`src/rtl/mul_arbiter.sv`:
```
// Two-requester round-robin arbiter sequencing an external shift-free add/decrement multiplier datapath.
// Optional build macro MUL_ARB_ZERO_SKIP_EN: zero operands bypass the datapath and complete immediately.
module mul_arbiter #(
   parameter int WIDTH = 16
) (
   input  logic             clk,
   input  logic             rst_n,
   input  logic [1:0]       req,
   input  logic [WIDTH-1:0] a0,
   input  logic [WIDTH-1:0] b0,
   input  logic [WIDTH-1:0] a1,
   input  logic [WIDTH-1:0] b1,
   output logic [1:0]       done,
   output logic [WIDTH-1:0] result,
   output logic             busy,
   output logic [WIDTH-1:0] dp_data,
   output logic             lda,
   output logic             ldb,
   output logic             ldp,
   output logic             clrp,
   output logic             decb,
   input  logic             eqz,
   input  logic [WIDTH-1:0] p_data
);

   // state | meaning
   // IDLE  | waiting for a request, arbitration happens here
   // LOADA | multiplicand driven onto dp_data with lda
   // LOADB | multiplier driven onto dp_data with ldb, P cleared
   // ACCUM | P += A while B counter is nonzero
   // DONE  | product captured, done pulse to the granted requester
   typedef enum logic [2:0] {IDLE, LOADA, LOADB, ACCUM, DONE} state_t;

   state_t           state;
   logic             ptr;
   logic             gnt;
   logic [WIDTH-1:0] b_lat;
   logic             win;
   logic [WIDTH-1:0] win_a;
   logic [WIDTH-1:0] win_b;
   logic             skip;

   always_comb begin
      win   = (req == 2'b11) ? ptr : req[1];
      win_a = win ? a1 : a0;
      win_b = win ? b1 : b0;
`ifdef MUL_ARB_ZERO_SKIP_EN
      skip  = (win_a == '0) || (win_b == '0);
`else
      skip  = 1'b0;
`endif
   end

   assign ldp  = (state == ACCUM) && !eqz;
   assign decb = ldp;

   // The multiplicand is latched straight into the dp_data register at grant.
   always_ff @(posedge clk or negedge rst_n) begin
      if (!rst_n) begin
         state   <= IDLE;
         ptr     <= 1'b0;
         gnt     <= 1'b0;
         b_lat   <= '0;
         result  <= '0;
         done    <= 2'b00;
         busy    <= 1'b0;
         dp_data <= '0;
         lda     <= 1'b0;
         ldb     <= 1'b0;
         clrp    <= 1'b0;
      end else begin
         done    <= 2'b00;
         dp_data <= '0;
         lda     <= 1'b0;
         ldb     <= 1'b0;
         clrp    <= 1'b0;
         case (state)
            IDLE: begin
               if (req != 2'b00) begin
                  gnt   <= win;
                  b_lat <= win_b;
                  busy  <= 1'b1;
                  if (skip) begin
                     state  <= DONE;
                     done   <= win ? 2'b10 : 2'b01;
                     result <= '0;
                     ptr    <= ~win;
                  end else begin
                     state   <= LOADA;
                     lda     <= 1'b1;
                     dp_data <= win_a;
                  end
               end
            end
            LOADA: begin
               state   <= LOADB;
               ldb     <= 1'b1;
               clrp    <= 1'b1;
               dp_data <= b_lat;
            end
            LOADB: state <= ACCUM;
            ACCUM: begin
               if (eqz) begin
                  state  <= DONE;
                  done   <= gnt ? 2'b10 : 2'b01;
                  result <= p_data;
                  ptr    <= ~gnt;
               end
            end
            DONE: begin
               state <= IDLE;
               busy  <= 1'b0;
            end
            default: begin
               state <= IDLE;
               busy  <= 1'b0;
            end
         endcase
      end
   end

endmodule
```
`config.mk`:
```
export PLATFORM = sky130hd
export DESIGN_NAME = mul_arbiter
export DESIGN_NICKNAME = d
export VERILOG_FILES = /design/src/rtl/mul_arbiter.sv
export SDC_FILE = /design/constraint.sdc
export NUM_CORES = 1
export LEC_CHECK = 0
export ABC_AREA = 1
export CAP_MARGIN = 10
export CORE_ASPECT_RATIO = 0.9
export CORE_UTILIZATION = 30
export CTS_CLUSTER_SIZE = 24
export DETAILED_ROUTE_END_ITERATION = 8
export GPL_TIMING_DRIVEN = 0
export HOLD_SLACK_MARGIN = 0.15
export SETUP_SLACK_MARGIN = 0.1
export SLEW_MARGIN = 20
export SYNTH_ARGS = -nofsm -noshare
export SYNTH_HDL_FRONTEND = slang
export SYNTH_SLANG_ARGS = --single-unit
```
`constraint.sdc`:
```
create_clock -name clk -period 1.3 [get_ports clk]
set_input_delay 0.26 -clock clk [delete_from_list [all_inputs] [get_ports clk]]
set_output_delay 0.26 -clock clk [all_outputs]
set_load 0.005 [all_outputs]
```
==> results of run 1 <==
-- metal layers --
layer	wire [µm]	track usage, %	vias to the layer above
met5	0	0	-
li1	-	-	1459
met1	3549	20.93	1276
met2	3612	28.70	79
met4	104	6.455	0
met3	554	4.969	11
-- layout make-up --
class | instances | area (µm²)
plain buffers | 20 | 166.4
clock buffers | 11 | 141.4
clock inverters | 5 | 77.57
fillers | 927 | 4462
inverters | 71 | 276.5
multi-input cells | 235 | 1076
flip-flops and latches | 58 | 1453
well taps | 122 | 152.6
repair buffers | 146 | 1361
-- cells in the mapped netlist (2+ instances only) --
cell      number
clkbuf_1       5
inv_1         69
inv_2          2
buf_2          6
nand3_1       66
nor2_4         2
buf_6          2
o21ai_0        2
nand2_1      156
nor2_1         3
buf_4          6
dfrtp_1       58
-- power groups by stage --
stage / clock network (mW) / logic [mW] / registers [mW]
floorplan: 0 / 1.68 / 2.98
global placement: 0 / 3.31 / 3.01
detailed placement: 0 / 3.38 / 3.02
CTS: 1.88 / 3.77 / 2.96
global route: 1.95 / 4.36 / 3.07
finish: 1.82 / 3.90 / 2.97
-- sequential cells by signal, summed over array words and instances (netlist names) --
register / flops
b_lat: 16
busy: 1
state: 3
dp_data: 16
lda: 1
result: 16
gnt: 1
ptr: 1
clrp: 1
done: 2
-- worst min path at each step --
stage                     start          to  cells after the start
after global routing      rst_n  result[12]                      2
final                     rst_n  result[15]                      2
after global placement      gnt     done[0]                      1
after detailed placement  rst_n  result[15]                      1
after floorplan           rst_n    b_lat[0]                      0
after CTS                 rst_n  result[12]                      2
-- cells in the final DEF, fill, tap and decap left out --
| cell | synthesis | final |
|---|---|---|
| o21bai_1 | 1 | 1 |
| nand4_1 | 1 | 1 |
| nand3b_1 | 1 | 1 |
| nand2_4 | 0 | 3 |
| nor2_1 | 3 | 2 |
| buf_6 | 2 | 16 |
| buf_4 | 6 | 16 |
| inv_2 | 2 | 1 |
| clkdlybuf4s50_1 | 0 | 82 |
| dfrtp_2 | 0 | 1 |
| bufinv_16 | 0 | 2 |
| clkinv_2 | 0 | 2 |
| buf_12 | 0 | 3 |
| clkbuf_8 | 0 | 10 |
| clkbuf_1 | 5 | 4 |
| nand2_1 | 156 | 150 |
| inv_6 | 0 | 1 |
| o21ai_0 | 2 | 2 |
| buf_2 | 6 | 10 |
| buf_8 | 0 | 1 |
| buf_16 | 0 | 1 |
| clkbuf_4 | 0 | 1 |
| nor2_8 | 1 | 1 |
| nor2_4 | 2 | 4 |
| clkinvlp_4 | 0 | 1 |
| inv_4 | 0 | 2 |
| inv_1 | 69 | 67 |
| clkdlybuf4s15_1 | 0 | 13 |
| dfrtp_1 | 58 | 57 |
| clkbuf_2 | 0 | 19 |
| nand3_1 | 66 | 62 |
| dlygate4sd3_1 | 0 | 1 |
| nand3_2 | 0 | 4 |
| nand2_2 | 1 | 4 |
-- stage by stage --
stage	hold slack, ns	TNS [ns]	worst slack, ns	cells	utilization (%)
final	0.2601	-3.615	-0.1449	668	51.32
after detailed placement	0.06797	-16.34	-0.5156	630	46.48
after global routing	0.2587	-5.976	-0.2320	668	51.32
after global placement	0.4447	-124.47	-1.886	629	46.21
after floorplan	-0.03559	0	0.1064	384	-
after CTS	0.2459	-5.269	-0.1897	663	50.79
-- kinds of logic (layout without fill, tap and decap cells) --
| logic type | after synthesis | in the layout | share of synthesized area (%) |
|---|---|---|---|
| DFF | 58 | 58 | 50.90 |
| and+or+nand+nor | 232 | 232 | 34.93 |
| buffers and inverters | 91 | 253 | 13.56 |
| AOI/OAI and AO/OA | 3 | 3 | 0.6144 |
-- repair_timing --
item | in CTS | in global routing
pin swaps | 6 | 6
setup buffers | 14 | 5
endpoints found under the setup margin | 84 | 65
endpoints found under the hold margin | 58 | 0
hold buffers | 1 | 0
resized for setup | 130 | 43
gates cloned | 2 | 0
-- worst max-delay path: cells and delay by family, from the launching register on --
| kind | cells | cell delay, ns |
|---|---|---|
| buffers and inverters | 3 | 0.24 |
| AND/OR/NAND/NOR | 2 | 0.18 |
| flip-flops | 1 | 0.43 |
==> results.py, run 1 <==
metrics = {
    "setup_path": {
        "crit_fanout": 2,
        "critPathSlowestCell": "dfrtp_2",
        "start_kind": "flip-flop",
        "crit_start": "state[2]",
        "r2r-end": "dp_data[6]",
        "critPathCapture": "ldp",
        "crit_chain": "nor2_4 -> nand2_2 -> inv_2 -> buf_6 -> buf_6",
        "critPathMaxStageDelay_ns": 0.43,
        "arrival_ns": 1.18,
        "critical_path_class": "reg2out",
        "reg2reg_depth": 8,
        "critPathRequiredTime_ns": 1.04,
        "r2r_setup_slack_ns": -0.14,
        "critPathMostFrequentCell": "buf_6",
        "end_kind": "output port",
        "reg2reg_from": "state[0]",
    },
    "finish": {
        "syn_to_final_growth_pct": 64.98,
        "nNetsFinal": 626,
        "drive_above_1_share_pct": 18.86,
        "postLayoutCellArea_um2": 4705,
        "diodes": 0,
    },
    "logic_synthesis": {
        "synth_edf_count": 0,
        "seq_area_frac_synth_pct": 50.90,
        "synth_cells": 384,
        "synthesis.area_um2": 2851,
        "ys_ff_latch": 58,
        "synth_warnings": 0,
        "synthArstFlopShare_pct": 100.0,
        "synth_nets": 469,
        "synth_top_cells_by_area": "dfrtp_1 (51%), nand2_1 (21%), nand3_1 (12%)",
        "syn_avg_cell_area_um2": 7.426,
        "synth_ff_type": "dfrtp_1",
        "synth_top_area_share_pct": 50.90,
        "synth_cell_types": 19,
        "synth_top_cell_by_area": "dfrtp_1",
    },
    "timing": {
        "fin_ws_ns": -0.1449,
        "period_needed_ns": 1.445,
        "clock_skew_ns": 0.007458,
        "slew_headroom_pct": 68.65,
        "worstMarginPinSlew_ns": 0.4703,
        "final-setup-viol-count": 37,
        "period_share_pct": 111.1,
        "rsz0062_at_grt": "true",
        "hold_violations": 0,
        "max_freq_mhz": 692.1,
        "slew_violations": 0,
    },
    "drt": {
        "drc": 0,
        "wl_per_cell_um": 11.71,
        "first_pass_iters": 4,
        "drt_iter0_drc": 109,
        "wirelength_um": 7820,
        "vias": 2825,
        "viasPerCell": 4.229,
        "ant_nets": 0,
    },
    "cts": {
        "clockBufferDepth": 2,
        "clock_sinks": 58,
        "cts_tree": "built",
        "numCtsBuffers": 9,
        "path_clk_slew_ns": 0.07,
        "htreeDepth": 3,
        "ctsRootBufferMaster": "clkbuf_8",
        "clk_latency_ns": 0.33,
    },
    "placed_design": {
        "io_buffers": 123,
        "hpwlAfterDp_um": 5610,
        "placed_area_um2": 4260,
        "gp_congestion": 0.8024,
    },
    "power": {
        "power.total_mw": 8.690,
        "ir_worst_vdd_mv": 0.7011,
        "p_leak_nw": 2.593,
        "power_frac_comb_pct": 44.9,
        "swShare_pct": 34.32,
        "seq_power_share_pct": 34.1,
        "netSwitchingPower_mw": 2.983,
        "p_int_mw": 5.707,
        "powerDensity_nw_per_um2": 1847,
        "power_frac_clock_pct": 21.0,
    },
    "status": {
        "failed_checks": "setup timing",
        "run_status": "finished, violations left",
    },
    "die": {
        "start_util_pct": 31.11,
        "rows": 33,
        "die_w_um": 104.8,
        "core_um2": 9166,
        "io_pins": 125,
        "die_h_um": 94.49,
        "fp.dieArea_um2": 9899,
    },
    "global_route": {
        "grt_first_pass_wirelength_um": 13190,
        "antenna_found_initial": 0,
        "grt_pass1_vias": 2844,
        "grt_max_degree": 57,
        "track_usage_pct": 17.08,
        "grt_remaining_overflow": 0,
    },
    "hold_path": {
        "hold_class": "in2async",
    },
    "run": {
        "max_cap_violations": 0,
    },
}
(Power assumes the default switching activity.)
==> run 2, diff against run 1 <==
- ABC_AREA: 1 -> default
- DONT_BUFFER_PORTS: default -> 1
- TNS_END_PERCENT: default -> 30
==> results.py, run 2 <==
metrics = {
    "status": {
        "run_status": "finished, violations left",
        "failed_checks": "hold timing, setup timing",
    },
    "setup_path": {
        "critPathRequiredTime_ns": 1.52,
        "critPathMaxStageDelay_ns": 0.52,
        "arrival_ns": 1.80,
        "reg2reg_depth": 6,
        "worstSetupPathDepth": 6,
        "critPathSlowestCell": "or4_4",
        "crit_chain": "buf_6 -> or4_4 -> buf_12 -> clkbuf_16 -> nand2_2 -> o21ai_2",
        "crit_start": "state[1]",
        "crit_fanout": 8,
        "start_kind": "flip-flop",
        "end_kind": "flip-flop",
        "reg2reg_from": "state[1]",
        "critical_path_class": "reg2reg",
        "critPathCapture": "b_lat[7]",
        "cp_top_family": "simple AND/OR/NAND/NOR gates",
        "r2r-end": "b_lat[7]",
        "worst-path-buf-inv": 3,
        "r2r_setup_slack_ns": -0.28,
    },
    "power": {
        "p_leak_nw": 1.924,
        "seq_power_share_pct": 41.7,
        "ir_worst_vdd_mv": 0.8066,
        "power_frac_comb_pct": 37.2,
        "power_frac_clock_pct": 21.1,
        "swShare_pct": 35.16,
        "p_int_mw": 5.010,
        "netSwitchingPower_mw": 2.717,
        "powerDensity_nw_per_um2": 1916,
    },
    "drt": {
        "wirelength_um": 7297,
        "wl_per_cell_um": 15.76,
        "first_pass_iters": 4,
        "ant_nets": 0,
        "viasPerCell": 4.570,
        "vias": 2116,
        "drc": 0,
        "drt_iter0_drc": 60,
    },
    "global_route": {
        "track_usage_pct": 16.86,
        "grt_pass1_vias": 2276,
        "grt_remaining_overflow": 0,
        "antenna_found_initial": 0,
        "grt_first_pass_wirelength_um": 11340,
        "grt_max_degree": 59,
    },
    "logic_synthesis": {
        "synth_edf_count": 0,
        "synth_cells": 244,
        "syn_avg_cell_area_um2": 10.84,
        "synth_cell_types": 22,
        "synthArstFlopShare_pct": 100.0,
        "synth_top_cell_by_area": "dfrtp_1",
        "synth_top_cells_by_area": "dfrtp_1 (55%), mux2i_1 (12%), nand2_1 (12%)",
        "synth_commonest_cells": "nand2_1 (83), dfrtp_1 (58), o21ai_2 (33), mux2i_1 (32), nor2_1 (9)",
        "synth_warnings": 0,
        "synth_ff_type": "dfrtp_1",
        "yosysMostFrequentCell": "nand2_1",
        "ys_ff_latch": 58,
        "synth_nets": 329,
        "synthesis.area_um2": 2645,
        "synth_top_area_share_pct": 54.87,
        "seq_area_frac_synth_pct": 54.87,
    },
    "finish": {
        "postLayoutCellArea_um2": 4033,
        "instances_no_fill": 463,
        "final_common_cell": "dlygate4sd3_1",
        "diodes": 0,
        "layout_common_cells": "dlygate4sd3_1 (81), nand2_1 (67), dfrtp_1 (57), mux2i_1 (32), o21ai_2 (32)",
        "reg_top3": "b_lat x16, dp_data x16, result x16",
        "drive_above_1_share_pct": 26.45,
        "nNetsFinal": 425,
        "syn_to_final_growth_pct": 52.46,
    },
    "cts": {
        "cts_tree": "built",
        "htreeDepth": 3,
        "clockBufferDepth": 2,
        "numCtsBuffers": 9,
        "clk_latency_ns": 0.33,
        "clock_sinks": 58,
        "ctsRootBufferMaster": "clkbuf_8",
        "path_clk_slew_ns": 0.07,
    },
    "timing": {
        "fin_ws_ns": -0.2817,
        "fin_hold_ws_ns": -0.3828,
        "period_share_pct": 121.7,
        "slew_headroom_pct": 73.06,
        "final-setup-viol-count": 47,
        "slew_violations": 0,
        "worstMarginPinSlew_ns": 0.4036,
        "period_needed_ns": 1.582,
        "rsz0062_at_grt": "true",
        "hold_violations": 58,
        "clock_skew_ns": 0.009672,
        "max_freq_mhz": 632.2,
    },
    "placed_design": {
        "placed_area_um2": 2818,
        "gp_congestion": 0.6902,
        "hpwlAfterDp_um": 3999,
        "io_buffers": 0,
        "dp_slack_ns": -0.5086,
        "placed_cells": 363,
    },
    "die": {
        "rows": 32,
        "die_w_um": 101.0,
        "fp.dieArea_um2": 9197,
        "core_um2": 8568,
        "io_pins": 125,
        "die_h_um": 91.08,
        "start_util_pct": 30.87,
    },
    "run": {
        "max_cap_violations": 0,
    },
    "hold_path": {
        "hold_class": "in2async",
    },
}
## run 2: cell families (layout without fill, tap and decap cells)
kind of cell,after synthesis,count (layout),share of synthesized area [%]
buf+inv,19,119,6.386
mux,32,32,12.11
compound gates,37,37,11.97
simple gates,98,98,14.66
flops,58,58,54.87
## run 2: layer usage
layer  up-vias  GRT usage (%)  part of all wire (%)
met3         6          7.236                   7.2
met2        99          29.39                    49
met1      1007          18.62                    43
li1       1004              -                     -
met5         -              0                     0
met4         0          4.469                  0.81
## run 2: cell type report
| class | count | area (µm²) |
|---|---|---|
| Tap cell | 119 | 148.9 |
| Inverter | 3 | 23.77 |
| Sequential cell | 58 | 1453 |
| Clock buffer | 12 | 145.1 |
| Clock inverter | 3 | 40.04 |
| Timing Repair Buffer | 85 | 875.8 |
| Fill cell | 784 | 4536 |
| Buffer | 16 | 227.7 |
| Multi-Input combinational cell | 167 | 1119 |
## run 2: power by group through the flow
stage	sequential [mW]	clock [mW]	combinational, mW
2_1_floorplan	3.05	0	1.85
3_3_place_gp	3.18	0	2.19
3_5_place_dp	3.20	0	2.25
4_1_cts	3.19	1.70	2.65
5_1_grt	3.33	1.78	3.18
6_report	3.23	1.63	2.87
## run 2: worst min-delay path by stage
stage,endpoint,startpoint
floorplan,b_lat[0],rst_n
global placement,b_lat[4],rst_n
detailed placement,b_lat[4],rst_n
CTS,dp_data[8],rst_n
global route,b_lat[11],rst_n
finish,b_lat[4],rst_n
## run 2: what timing repair did
| action | in CTS | in global routing |
|---|---|---|
| hold buffers | 80 | 1 |
| setup buffers | 1 | 1 |
| endpoints found under the hold margin | 108 | 59 |
| endpoints found under the setup margin | 57 | 57 |
| resized for setup | 23 | 17 |
| gates cloned | 0 | 2 |
| pin swaps | 9 | 14 |
## run 2: metrics by stage
step / setup TNS (ns) / utilization [%] / power (mW)
final: -8.871 / 47.06 / 7.728
after global routing: -12.06 / 47.06 / 8.287
after CTS: -8.823 / 45.63 / 7.539
after detailed placement: -16.50 / 32.89 / 5.445
after global placement: -16.44 / 32.89 / 5.375
after floorplan: -6.438 / - / 4.898
==> run 3, diff against run 2 <==
- CORE_MARGIN: default -> 2
==> results.py, run 3 (synthesis gave the netlist of run 2 again) <==
metrics = {
    "status": {
        "failed_checks": "hold timing, setup timing",
        "run_status": "finished, violations left",
    },
    "timing": {
        "period_share_pct": 125.4,
        "fin_ws_ns": -0.3308,
        "period_needed_ns": 1.631,
        "worstMarginPinSlew_ns": 0.4294,
        "rsz0062_at_grt": "true",
        "final-setup-viol-count": 47,
        "fin_hold_ws_ns": -0.3911,
        "slew_headroom_pct": 71.34,
        "timing.setup.tns_ns": -10.23,
        "slew_violations": 0,
        "clock_skew_ns": 0.01048,
        "max_freq_mhz": 613.2,
        "hold_violations": 58,
    },
    "die": {
        "io_pins": 125,
        "die_w_um": 103.0,
        "die_h_um": 93.08,
        "start_util_pct": 30.87,
        "rows": 32,
        "fp.dieArea_um2": 9585,
        "core_um2": 8568,
    },
    "cts": {
        "clock_sinks": 58,
        "htreeDepth": 3,
        "clk_latency_ns": 0.34,
        "ctsRootBufferMaster": "clkbuf_8",
        "clockBufferDepth": 2,
        "numCtsBuffers": 9,
        "cts_tree": "built",
        "path_clk_slew_ns": 0.07,
    },
    "finish": {
        "reg_top3": "b_lat x16, dp_data x16, result x16",
        "final_common_cell": "dlygate4sd3_1",
        "layout_common_cells": "dlygate4sd3_1 (81), nand2_1 (67), dfrtp_1 (56), mux2i_1 (31), o21ai_2 (31)",
        "drive_above_1_share_pct": 28.45,
        "syn_to_final_growth_pct": 58.18,
        "nNetsFinal": 428,
        "final_util_pct": 48.83,
        "diodes": 0,
    },
    "power": {
        "power.total_mw": 8.428,
        "powerDensity_nw_per_um2": 2014,
        "p_leak_nw": 1.984,
        "ir_worst_vdd_mv": 0.7740,
    },
    "setup_path": {
        "critPathSlowestCell": "or4_4",
        "worst-path-buf-inv": 4,
        "crit_chain": "buf_6 -> or4_4 -> buf_12 -> buf_12 -> buf_16 -> o21ai_2",
        "cp_top_family": "buffers and inverters",
        "end_kind": "flip-flop",
        "critPathMostFrequentCell": "buf_12",
        "crit_fanout": 8,
        "critical_path_class": "reg2reg",
        "critPathMaxStageDelay_ns": 0.52,
        "arrival_ns": 1.90,
        "start_kind": "flip-flop",
        "critPathRequiredTime_ns": 1.57,
    },
    "drt": {
        "drc": 0,
        "wirelength_um": 7451,
        "wl_per_cell_um": 15.96,
        "first_pass_iters": 6,
        "vias": 2095,
        "drt_iter0_drc": 30,
        "viasPerCell": 4.486,
        "ant_nets": 0,
    },
    "hold_path": {
        "hold_class": "in2async",
    },
    "global_route": {
        "track_usage_pct": 15.87,
        "grt_remaining_overflow": 0,
        "grt_pass1_vias": 2240,
        "grt_max_degree": 59,
        "antenna_found_initial": 0,
        "grt_first_pass_wirelength_um": 11220,
    },
    "run": {
        "max_cap_violations": 0,
    },
    "placed_design": {
        "io_buffers": 0,
        "gp_congestion": 0.6783,
        "hpwlAfterDp_um": 4140,
    },
}
run 3: changes by cell type in the layout (fill, tap and decap cells not counted), moves of 2 or more:
cell       change
clkinv_2       -2
buf_16         +2
buf_4          +2
bufinv_16      +2
buf_12         +2
run 3: worst register-to-register path: stages, from the launching register on:
cell and delay, ns:
dfrtp_1 0.38, buf_6 0.12, or4_4 0.52, buf_12 0.18
buf_12 0.13, buf_16 0.13, o21ai_2 0.11
run 3: final timing paths:
kind                            from         end  slack (ns)  depth (start not counted)
setup / recovery            state[1]  dp_data[5]       -0.33                          6
hold / removal                 rst_n    b_lat[2]       -0.39                          0
setup reg to reg            state[1]  dp_data[5]       -0.33                          6
hold reg to reg            b_lat[14]   b_lat[14]        0.48                          2
max in group asynchronous      rst_n    state[0]        1.55                          0
min in group clk              req[0]    state[0]        0.20                          4
run 3: what timing repair did:
item | 4_1_cts | 5_1_grt
hold buffers | 80 | 1
setup buffers | 2 | 2
gates cloned | 2 | 1
pin swaps | 15 | 5
setup endpoints to repair | 57 | 57
gates resized for setup | 32 | 15
hold endpoints to repair | 108 | 60
run 3: area by class of cell:
cell class,count,area (µm²)
Timing Repair Buffer,88,933.4
Tap cell,119,148.9
Clock inverter,4,97.59
Buffer,16,229.0
Inverter,3,23.77
Sequential cell,58,1454
Multi-Input combinational cell,167,1142
Fill cell,796,4384
Clock buffer,12,155.1
run 3: power by group:
| group | internal (mW) | switching [mW] | total (mW) |
|---|---|---|---|
| clock | 1.38 | 0.740 | 2.12 |
| sequential | 2.62 | 0.623 | 3.24 |
| combinational | 1.61 | 1.45 | 3.07 |
run 3: metrics by stage:
step	setup WS (ns)	hold slack (ns)	std cells	cell area [µm²]
after floorplan	-0.1911	-0.03559	244	2669
after global placement	-0.5263	-0.03333	363	2818
after detailed placement	-0.4766	-0.03362	363	2818
after CTS	-0.3582	-0.4172	463	4074
after global routing	-0.4036	-0.4223	467	4184
final	-0.3308	-0.3911	467	4184
run 3: layer usage:
layer,vias to the layer above,global-route usage [%],wire length [µm]
met4,0,4.934,94
met2,96,27.33,3775
met3,9,6.801,599
met5,-,0,0
li1,1003,-,-
met1,987,17.59,2983
==> edit 1: new RTL, flow settings as in run 1 <==
Build with the macro `MUL_ARB_ZERO_SKIP_EN` defined.
--- a/src/rtl/mul_arbiter.sv
+++ b/src/rtl/mul_arbiter.sv
@@ -1,5 +1,7 @@
 // Two-requester round-robin arbiter sequencing an external shift-free add/decrement multiplier datapath.
 // Optional build macro MUL_ARB_ZERO_SKIP_EN: zero operands bypass the datapath and complete immediately.
+`define MUL_ARB_ZERO_SKIP_EN
+
 module mul_arbiter #(
    parameter int WIDTH = 16
 ) (
Behaviour: not the same (a bounded check fails within 4 cycles, from zero or initial values and one cycle with rst_n low).
==> edit 1 against run 1 <==
  * The run still ends with negative setup slack left
  * Synthesized cell count grew 1.6%
  * Via count is 8.5% higher
  * Sequential cell count is the same
  * Non-clock buffer count up 10
  * Routed wire length is 25% higher
  * Final area increased by 7.6%
  * First-iteration DRC count up 27%
  * Synthesized area is 1.0% lower
  * Total power grew 10%
  * Worst setup slack got worse by 490 ps
  * Largest cell class unchanged
  * Largest power group unchanged
==> edit 1: results (changes against run 1) <==
| Metric | Value |
|---|---|
| Setup TNS | -27390 ps (-23780 ps) |
| Final number of setup-violating endpoints | 59 (+59%) |
| Grt met3 use | 0.0291 (-0.0206) |
| Clk tree area frac | 0.0405 (-0.00600) |
| Largest net degree at the start of global routing | 44 (-23%) |
| Slew @ Worst Pin | 490 ps (+19.6 ps) |
| Sequential-to-total area share from yosys stat | 0.514 (+0.00519) |
| # clk buffers | 12 (+1) |
| Non-clock buffer count | 176 (+6.0%) |
| Worst Setup EP | result[2] |
| Status | complete, but fails checks |
| Non-CTS inverters | 12 (-83%) |
| Mapped Nets | 475 (+1.3%) |
| R2r worst-path depth | 15 (+7) |
| Sw frac | 0.377 (+0.0338) |
| Initial drt markers | 138 (+27%) |
| Routed vias | 3065 (+8.5%) |
| GR Util met1 | 0.274 (+0.0651) |
| Sequential share of power | 0.308 (-0.033) |
| Critical path arrival | 2150 ps (+970 ps) |
| Slowest cell delay on critical path | 370 ps (-60 ps) |
| Pre-CTS worst setup slack | -1350 ps (-832 ps) |
| Synth top cells by count | nand2_1 (223), dfrtp_1 (58), nand3_1 (39) |
| Pint | 5980 uW (+4.7%) |
| Total Nets Final | 644 (+2.9%) |
| Crit Path Max Fanout | 9 (+7) |
| PwrDens | 1900 nW/um^2 (+2.6%) |
| Failing checks | negative setup slack |
| Vias in the first global route | 2845 (+0.035%) |
| Pleak | 0.00259 uW (-0.26%) |
| Top cells by area, synth | dfrtp_1 (51%), nand2_1 (30%), nand3_1 (6.9%), nor2_1 (3.6%), inv_1 (1.5%) |
| Routed length on met3 | 424 um (-23%) |
| Placer Congestion | 0.866 (+8.0%) |
| Share of layout cells above drive strength 1 | 0.301 (+0.113) |
| GR Util All Layers | 0.197 (+0.0264) |
| Clock skew | 11.4 ps (+3.98 ps) |
| Crit Path Class | reg -> reg |
| Global Route met2 Usage | 0.310 (+0.0230) |
| Non-clk buf share | 0.333 (+0.00777) |
| Wire length on met1 | 4.51 mm (+27%) |
| Critical-path top delay cell | dfrtp_1 |
| Setup slack after layout | -637 ps (-492 ps) |
| Distinct cells, synth | 20 (+1) |
| DP Area | 4330 um^2 (+1.5%) |
-- edit 1: cell count changes in the layout (fill, tap and decap cells not counted), sizes merged, moves of 3 or more --
| cell | change |
|---|---|
| inv | -59 |
| nand2 | +69 |
| buf | +4 |
| clkbuf | +4 |
| clkdlybuf4s15 | +3 |
| nor2 | +22 |
| nand3 | -27 |
-- edit 1: worst max-delay path: cells and delay by family (launching register included) --
family / cells / cell delay [ps]
AND/OR/NAND/NOR: 12 / 1050
buffers and inverters: 3 / 380
flip-flops: 1 / 370
-- edit 1: cell families after synthesis --
group,synth area share
AND/OR/NAND/NOR,0.419
flip-flops,0.514
buffers and inverters,0.0505
AO/OA/AOI/OAI,0.0164
-- edit 1: timing repair --
item,CTS,global route
hold buffers,1,0
gates resized for setup,129,99
setup buffers,19,9
endpoints found under the setup margin,97,82
pin swaps,10,20
gates cloned,3,2
hold endpoints to repair,58,0
==> edit 2: new RTL, settings of run 1 <==
Without the edit above. The 5 states of `state_t` get a one-hot encoding in 5 bits.
--- a/src/rtl/mul_arbiter.sv
+++ b/src/rtl/mul_arbiter.sv
@@ -29,7 +29,7 @@
    // LOADB | multiplier driven onto dp_data with ldb, P cleared
    // ACCUM | P += A while B counter is nonzero
    // DONE  | product captured, done pulse to the granted requester
-   typedef enum logic [2:0] {IDLE, LOADA, LOADB, ACCUM, DONE} state_t;
+   typedef enum logic [4:0] {IDLE = 5'b00001, LOADA = 5'b00010, LOADB = 5'b00100, ACCUM = 5'b01000, DONE = 5'b10000} state_t;
 
    state_t           state;
    logic             ptr;
Formal check against the unedited RTL: same outputs for any inputs over 10 cycles, from zero or initial values and one cycle with rst_n low; not proved beyond that.
==> edit 2 against run 1 <==
  * The flow still finishes with violations (negative setup slack)
  * Core utilization is 4.4 points higher
  * Via count is 0.32% lower
  * Sequential cell count is 2 higher
  * Hold slack better by 99 ps
  * Synthesized area is 2.4% lower
  * Total power is 2.0% higher
  * Maximum frequency is 12% lower
  * Worst setup slack worse by 200 ps
  * Cell count is 3.0% lower
  * Routed wire length is 14% higher
  * Clock skew hardly changed
  * Final area is 3.8% higher
  * Count of clock-buffer cells in the layout is 3 higher
  * Critical path depth is 2 higher
==> edit 2: results (changes against run 1) <==
| Metric | Value |
|---|---|
| Status | complete, but fails checks |
| Failing checks | negative setup slack |
| Worst VDD drop | 0.000705 V (+0.53%) |
| Initial drt markers | 77 (-29%) |
| Critical path arrival | 1380 ps (+200 ps) |
| Distinct cells, synth | 18 (-1) |
| Share of layout cells above drive strength 1 | 0.267 (+0.0779) |
| Clock skew | 7.14 ps (-0.321 ps) |
| Slowest cell delay on critical path | 550 ps (+120 ps) |
| Largest net degree at the start of global routing | 41 (-28%) |
| Type of the most critical hold path | in -> async |
| Sw frac | 0.339 (-0.00416) |
| Routed vias | 2816 (-0.32%) |
| Setup slack after layout | -343 ps (-198 ps) |
| Total Nets Final | 610 (-2.6%) |
| First-pass GRT wire length | 13.1 mm (-0.36%) |
| Final number of setup-violating endpoints | 59 (+59%) |
| Synth Warn # | 0 (unchanged) |
| Placer Congestion | 0.782 (-2.6%) |
| Slew @ Worst Pin | 310 ps (-161 ps) |
| Num CTS Buffers | 9 (unchanged) |
| Routed WL | 8.88 mm (+14%) |
| Synth top cells by count | nand2_1 (127), dfrtp_1 (59), inv_1 (56) |
| Cell family with most CP delay | flip-flops |
| H-tree lvl count | 3 (unchanged) |
| Root buffer cell | clkbuf_8 |
| Worst skew pair latency | roughly 340 ps |
| Top cells by area, synth | dfrtp_1 (53%), nand2_1 (17%), o21ai_0 (8.5%), inv_1 (7.6%), o21ai_1 (3.4%) |
| Biggest regs | b_lat (16), dp_data (16), result (16) |
| Pleak | 0.00250 uW (-3.7%) |
| PortBufs | 124 (+0.81%) |
| GR Util All Layers | 0.180 (+0.00909) |
| Vias in the first global route | 2589 (-9.0%) |
| Drt first pass iters | 4 (unchanged) |
| Critical-path top delay cell | dfstp_2 |
| Sequential-to-total area share from yosys stat | 0.540 (+0.0310) |
| Mapped Nets | 433 (-7.7%) |
| Hpwl dp | 5.87 mm (+4.7%) |
-- edit 2: changes by cell type after synthesis, sizes merged, moves of 2 or more --
| cell | before | now |
|---|---|---|
| nor3 | 0 | 2 |
| nand2 | 157 | 129 |
| clkbuf | 5 | 1 |
| nor2 | 7 | 13 |
| inv | 71 | 58 |
| o21ai | 2 | 67 |
| nand3 | 66 | 0 |
| buf | 15 | 17 |
-- edit 2: area by class of cell --
| type | instances | area, um^2 |
|---|---|---|
| fill | 808 | 3880 |
| inverter | 58 | 228 |
| clock buffer | 14 | 183 |
| sequential | 60 | 1500 |
| multi-input combinational | 212 | 1020 |
| buffer | 17 | 200 |
| tap | 119 | 149 |
| clock inverter | 1 | 5.00 |
| timing repair buffer | 167 | 1600 |
-- edit 2: worst paths after layout --
| check | startpoint | end | slack [ps] | cells past startpoint |
|---|---|---|---|---|
| max | state[0] | ldp | -340 | 7 |
| min | rst_n | dp_data[3] | 360 | 2 |
| max reg2reg | state[4] | state[3] | -290 | 11 |
| min reg2reg | busy | busy | 480 | 2 |
| max in group asynchronous | rst_n | state[0] | 370 | 3 |
| min in group clk | p_data[14] | result[14] | 460 | 3 |
-- edit 2: through the flow --
step           instances  instance area, um^2  setup WS (ps)  setup TNS, ps
3_3_place_gp         591                 4180          -2020        -138810
2_1_floorplan        348                 2790          -20.3          -20.3
3_5_place_dp         592                 4200           -591         -18760
5_1_grt              648                 4880           -407         -16240
4_1_cts              627                 4660           -412          -9310
6_report             648                 4880           -343         -11930
-- edit 2: power groups by stage --
stage	Sequential, uW	Combinational (uW)	Clock, uW
after floorplan	2940	1570	0
after global placement	2910	3220	0
after detailed placement	2910	3270	0
after CTS	2900	3590	1620
after global routing	2990	4760	1690
final	2910	4360	1590
-- edit 2: cell families after synthesis --
kind of cell / count (synthesis) / synth area share
simple gates: 144 / 0.204
compound gates: 68 / 0.124
buf+inv: 76 / 0.132
flops: 60 / 0.540
-- edit 2: worst reg2reg max path, stage by stage (launching register included) --
cell and delay [ps]:
dfrtp_1 370, inv_2 110, nand2_1 100, nor2_4 130, inv_2 60, buf_4 130
buf_6 100, buf_6 100, buf_6 100, buf_6 100, buf_6 110, o22ai_2 80
-- edit 2: per-layer routing --
layer | track usage | up-vias | wire length (um)
met2 | 0.305 | 69 | 4540
met1 | 0.227 | 1327 | 3820
li1 | - | 1409 | -
met4 | 0.0616 | 0 | 121
met3 | 0.0411 | 11 | 399
met5 | 0 | - | 0
-- edit 2: repair_timing --
item,CTS,global route
gates cloned,2,5
setup endpoints to repair,94,83
setup buffers,19,19
endpoints found under the hold margin,57,0
gates resized for setup,130,66
hold buffers,1,0
pin swaps,11,11
